$ cat src/rtl/threshold_order_gen.sv
// threshold_order_gen
// Turns band-state transitions from the price threshold detector into
// BUY/SELL orders on a valid/ready handshake. Keeps a signed net position
// bounded by MAX_POSITION and ignores new events while an order is pending
// and for COOLDOWN_CYCLES cycles after each accepted order.

module threshold_order_gen #(
    parameter int MAX_POSITION    = 3,   // 1..7
    parameter int COOLDOWN_CYCLES = 4    // 0 is legal
) (
    input  logic              clk,
    input  logic              reset,        // synchronous, active low
    input  logic [1:0]        state_in,
    input  logic [7:0]        price,
    output logic              order_valid,
    input  logic              order_ready,
    output logic              order_side,   // 1 = BUY, 0 = SELL
    output logic [7:0]        order_price,
    output logic signed [3:0] position,
    output logic [7:0]        drop_count,
    output logic              err
);

    // Band codes produced by the detector.
    typedef enum logic [1:0] {
        CODE_INV  = 2'b00,
        CODE_BAND = 2'b01,
        CODE_LOW  = 2'b10,
        CODE_HIGH = 2'b11
    } band_t;

    typedef enum logic [1:0] {
        IDLE = 2'b00,
        PEND = 2'b01,
        COOL = 2'b10
    } fsm_t;

    // Counter is wide enough to hold COOLDOWN_CYCLES; one bit minimum so a
    // zero cooldown still elaborates.
    localparam int CNT_W = (COOLDOWN_CYCLES > 1) ? $clog2(COOLDOWN_CYCLES + 1) : 1;
    localparam logic [CNT_W-1:0] COOL_LOAD = CNT_W'(COOLDOWN_CYCLES);
    localparam logic [CNT_W-1:0] COOL_LAST = CNT_W'(1);

    localparam logic signed [3:0] POS_MAX = 4'(MAX_POSITION);
    localparam logic signed [3:0] POS_MIN = 4'(-MAX_POSITION);
    localparam logic signed [3:0] POS_ONE = 4'sd1;

    fsm_t             fsm;
    band_t            prev_state;
    logic [CNT_W-1:0] cool_cnt;

    logic code_valid;
    logic buy_evt;
    logic sell_evt;
    logic buy_ok;
    logic sell_ok;
    logic accept;
    logic drop;
    logic handshake;

    // Decode events from the current/previous band codes and classify each
    // one as accepted (starts an order) or dropped.
    always_comb begin
        // NOTE: every signal gets a default before any condition so no path
        // leaves it unassigned; otherwise synthesis infers a latch.
        code_valid = 1'b0;
        buy_evt    = 1'b0;
        sell_evt   = 1'b0;
        buy_ok     = 1'b0;
        sell_ok    = 1'b0;
        accept     = 1'b0;
        drop       = 1'b0;
        handshake  = order_valid && order_ready;

        if (state_in != CODE_INV) begin
            code_valid = 1'b1;
            // Entering LOW is a BUY, entering HIGH is a SELL, from either
            // BAND or the opposite extreme. Entering BAND is silent.
            buy_evt  = (state_in == CODE_LOW)  && (prev_state != CODE_LOW);
            sell_evt = (state_in == CODE_HIGH) && (prev_state != CODE_HIGH);
        end

        buy_ok  = (position < POS_MAX);
        sell_ok = (position > POS_MIN);

        // Only IDLE can take a new order; an event seen in PEND (including
        // the handshake edge) or COOL, or one failing the limit, is dropped.
        if (fsm == IDLE) begin
            accept = (buy_evt && buy_ok) || (sell_evt && sell_ok);
        end
        drop = (buy_evt || sell_evt) && !accept;
    end

    // Order FSM: owns the registered order outputs, the net position and the
    // cooldown counter.
    always_ff @(posedge clk) begin
        // NOTE: registered state is updated with non-blocking assignments so
        // every flop samples pre-edge values regardless of statement order.
        if (!reset) begin
            fsm         <= IDLE;
            order_valid <= 1'b0;
            order_side  <= 1'b0;
            order_price <= 8'd0;
            position    <= 4'sd0;
            cool_cnt    <= '0;
        end else begin
            case (fsm)
                IDLE: begin
                    if (accept) begin
                        fsm         <= PEND;
                        order_valid <= 1'b1;
                        order_side  <= buy_evt;
                        order_price <= price;
                    end
                end

                PEND: begin
                    // Side and price stay frozen until the order is taken.
                    if (handshake) begin
                        order_valid <= 1'b0;
                        position    <= order_side ? (position + POS_ONE)
                                                  : (position - POS_ONE);
                        cool_cnt    <= COOL_LOAD;
                        fsm         <= (COOLDOWN_CYCLES == 0) ? IDLE : COOL;
                    end
                end

                COOL: begin
                    // Leaving on the count of 1 makes COOL last exactly
                    // COOLDOWN_CYCLES cycles.
                    cool_cnt <= cool_cnt - COOL_LAST;
                    if (cool_cnt == COOL_LAST) begin
                        fsm <= IDLE;
                    end
                end

                default: begin
                    fsm <= IDLE;
                end
            endcase
        end
    end

    // Band-code history, invalid-code flag and the saturating drop counter.
    always_ff @(posedge clk) begin
        if (!reset) begin
            prev_state <= CODE_BAND;
            err        <= 1'b0;
            drop_count <= 8'd0;
        end else begin
            err <= !code_valid;
            // An invalid code leaves the history untouched, so returning to
            // the previous code afterwards is not a transition.
            if (code_valid) begin
                prev_state <= band_t'(state_in);
            end
            if (drop && (drop_count != 8'hFF)) begin
                drop_count <= drop_count + 8'd1;
            end
        end
    end

endmodule

$ cat config.mk
export PLATFORM = sky130hd
export DESIGN_NAME = threshold_order_gen
export DESIGN_NICKNAME = d
export VERILOG_FILES = /design/src/rtl/threshold_order_gen.sv
export SDC_FILE = /design/constraint.sdc
export NUM_CORES = 1
export LEC_CHECK = 0
export CAP_MARGIN = 40
export CORE_MARGIN = 3
export CORE_UTILIZATION = 45
export DETAILED_ROUTE_END_ITERATION = 6
export GPL_ROUTABILITY_DRIVEN = 0
export GPL_TIMING_DRIVEN = 0
export HOLD_SLACK_MARGIN = 0.05
export PLACE_DENSITY = 0.8
export SLEW_MARGIN = 20
export SYNTH_ARGS = -nofsm -noshare
export SYNTH_HDL_FRONTEND = slang
export SYNTH_SLANG_ARGS = --single-unit
export TNS_END_PERCENT = 1
$ cat constraint.sdc
create_clock -name clk -period 4.7 [get_ports clk]
set_input_delay 0.94 -clock clk [delete_from_list [all_inputs] [get_ports clk]]
set_output_delay 0.94 -clock clk [all_outputs]
set_load 0.03 [all_outputs]
==> metrics.yaml <==
fin_crit_ns: 2.520
async_reset_ff_share_pct: 0
relSlewSlack_pct: 70.37
cts.sinks: 30
slowest_delay_ns: 0.57
core_mm2: 0.003078
synth_most_common_cell: "dfxtp_1"
setup_ws_ns: 2.180
crit_path_top_delay_cell: "clkdlybuf4s50_1"
crit_fanout: 10
critical_path_required_ns: 4.93
cts-htree-levels: 2
synth_commonest_cells: "dfxtp_1 (30), mux2i_1 (15), nand2_1 (14), nor2b_1 (12), nand2b_1 (9)"
rsz0062_at_grt: "no"
skew_ns: 0.009079
io_pins: 36
cts_buffers: 5
vdd_drop_max_mv: 0.1320
wl_mm: 3.113
grt_max_degree: 11
yosysTopAreaCell: "dfxtp_1"
maxCapViolCount: 0
postRouteAntennaNets: 0
worst-path-buf-inv: 3
worstHoldPathType: "reg2reg"
cp-start-kind: "input port"
die-area_mm2: 0.003998
routedWlPerCell_um: 13.19
reg2regPathDepth: 7
drc_errors: 0
syn-num-nets: 170
hpwl_mm: 2.308
yosysTopAreaCellShare_pct: 40.75
syn_area_mm2: 0.001474
stdcell_count: 236
antenna_found_initial: 0
drive_gt1_share_pct: 6.771
nets: 211
dp.cells: 229
min_to: "drop_count[5]$_SDFFE_PN0P_"
grt_pass1_vias: 1186
finalHoldViolations: 0
ys_warn_count: 0
post_cts_resized: 0
track_usage_pct: 16.57
r2r_end: "drop_count[7]$_SDFFE_PN0P_"
syn2layout_area_growth_pct: 29.88
clock_latency_ns: 0.33
syn-mean-instance-area_um2: 9.761
fp.dieH_um: 63.23
dr.first_iter.drc_count: 51
ys_ff_latch: 30
p_leak_nw: 0.7071
arrival_ns: 2.75
post_drt_via_cell_ratio: 5.208
setup_viol: 0
initial_utilization_pct: 47.89
fp.dieW_um: 63.23
clk_pin_slew_worst_paths_ns: 0.08
synth.distinct_cells: 41
ys_seq_area_share_pct: 40.75
status: "finished, final reports clean"
min-delay-start: "drop_count[5]$_SDFFE_PN0P_"
post_cts_buffers: 0
antennaDiodeCount: 0
hold_slack_ns: 0.5016
synthTopCellsByArea: "dfxtp_1 (41%), mux2i_1 (10%), nor2b_1 (5.1%), ha_1 (4.2%), nand2b_1 (3.8%)"
core.rowCount: 20
vias: 1229
power.density_mw_per_mm2: 281.2
crit_chain: "clkdlybuf4s50_1, nand2_1, a221o_1, a211oi_2, buf_6, buf_12, o32ai_1, and2_1"
fmax_mhz: 396.8
dp_slack_ns: 1.842
finalMaxSlewViolations: 0
portBuffers: 34
min_period_over_period_pct: 53.62
yosys_most_used_dff: "dfxtp_1"
worst_pin_slew_ns: 0.4444
synth-edff-count: 0
grt-ovfl-total: 0
critPathCaptureType: "flop"
cts_buffer_depth: 2
grt_first_pass_wirelength_mm: 5.216
path_class: "in2reg"
fin_setup_tns_ns: 0
whs_path_depth: 2
syn-instance-count: 151
reg2reg_slack_ns: 2.80
hold_buffers: 0
fillers: 270
path_delay_family: "buffers and inverters"
timing.rr.start: "position[0]$_SDFFE_PN0P_"
tritoncts: "yes"
dr.pass1.iters: 4
cts_root_buf: "clkbuf_4"
==> layout make-up <==
| type | count | area, um^2 | area share (%) |
|---|---|---|---|
| multi-input combinational | 108 | 800.8 | 41.83 |
| sequential | 30 | 600.6 | 31.37 |
| timing repair buffer | 34 | 340.3 | 17.78 |
| tap | 44 | 55.05 | 2.876 |
| buffer | 7 | 50.05 | 2.614 |
| clock buffer | 7 | 45.04 | 2.353 |
| inverter | 6 | 22.52 | 1.176 |
==> power by group <==
group	leakage, nW	internal, mW	switching (mW)
combinational	0.437	0.0572	0.0614
sequential	0.245	0.267	0.0114
clock	0.0254	0.0563	0.0845
==> layer usage <==
metal / GRT usage [%] / vias up / part of all wire, %
met2: 27.14 / 30 / 49
met4: 7.817 / 0 / 2.3
li1: - / 605 / -
met1: 19.12 / 584 / 44
met3: 6.061 / 10 / 4.9
met5: 0 / - / 0
==> cells in the final DEF (no fill, tap or decap), drive strengths merged, types with 5 or more instances in the layout <==
cell type and count:
nor2b 12, clkdlybuf4s50 34, and2 6, nand3 5, clkbuf 12, ha 5
nand2 14, o21ai 5, dfxtp 30, mux2i 15, a21oi 6, nand2b 9
inv 6
==> logic make-up after synthesis <==
kind of cell               share of synthesized area (%)
DFF                                                40.75
adders and majority gates                          5.603
muxes                                              10.19
and+or+nand+nor                                    23.60
xor gates and xnor gates                           2.377
buffers and inverters                              4.924
AOI/OAI and AO/OA                                  12.56
==> tightest hold or removal path: stages, from the launching register on <==
cell,delay (ns)
dfxtp_1,0.34
nand2_1,0.06
mux2i_1,0.06
==> how the worst max path moves through the flow <==
stage	endpoint	start	cells after the start	slack, ns
after floorplan	order_side$_SDFFE_PN0P_	state_in[1]	7	2.58
after global placement	order_side$_SDFFE_PN0P_	state_in[1]	8	1.84
after detailed placement	order_side$_SDFFE_PN0P_	state_in[1]	8	1.84
after CTS	order_side$_SDFFE_PN0P_	state_in[1]	8	2.18
after global routing	drop_count[6]$_SDFFE_PN0P_	state_in[1]	8	2.03
final	order_side$_SDFFE_PN0P_	state_in[1]	8	2.18
==> state kept, by name (all words and copies together) (netlist names) <==
name / flops
position: 4
fsm: 2
prev_state: 2
drop_count: 8
order_side: 1
err: 1
cool_cnt: 3
order_price: 8
order_valid: 1
==> per-stage QoR <==
step	area (um^2)	util (%)	total power [mW]
floorplan	1474	-	0.3610
global placement	1869	60.73	0.4001
detailed placement	1869	60.73	0.4043
CTS	1914	62.20	0.5452
global route	1914	62.20	0.5698
finish	1914	62.20	0.5382
(Power assumes the default switching activity.)
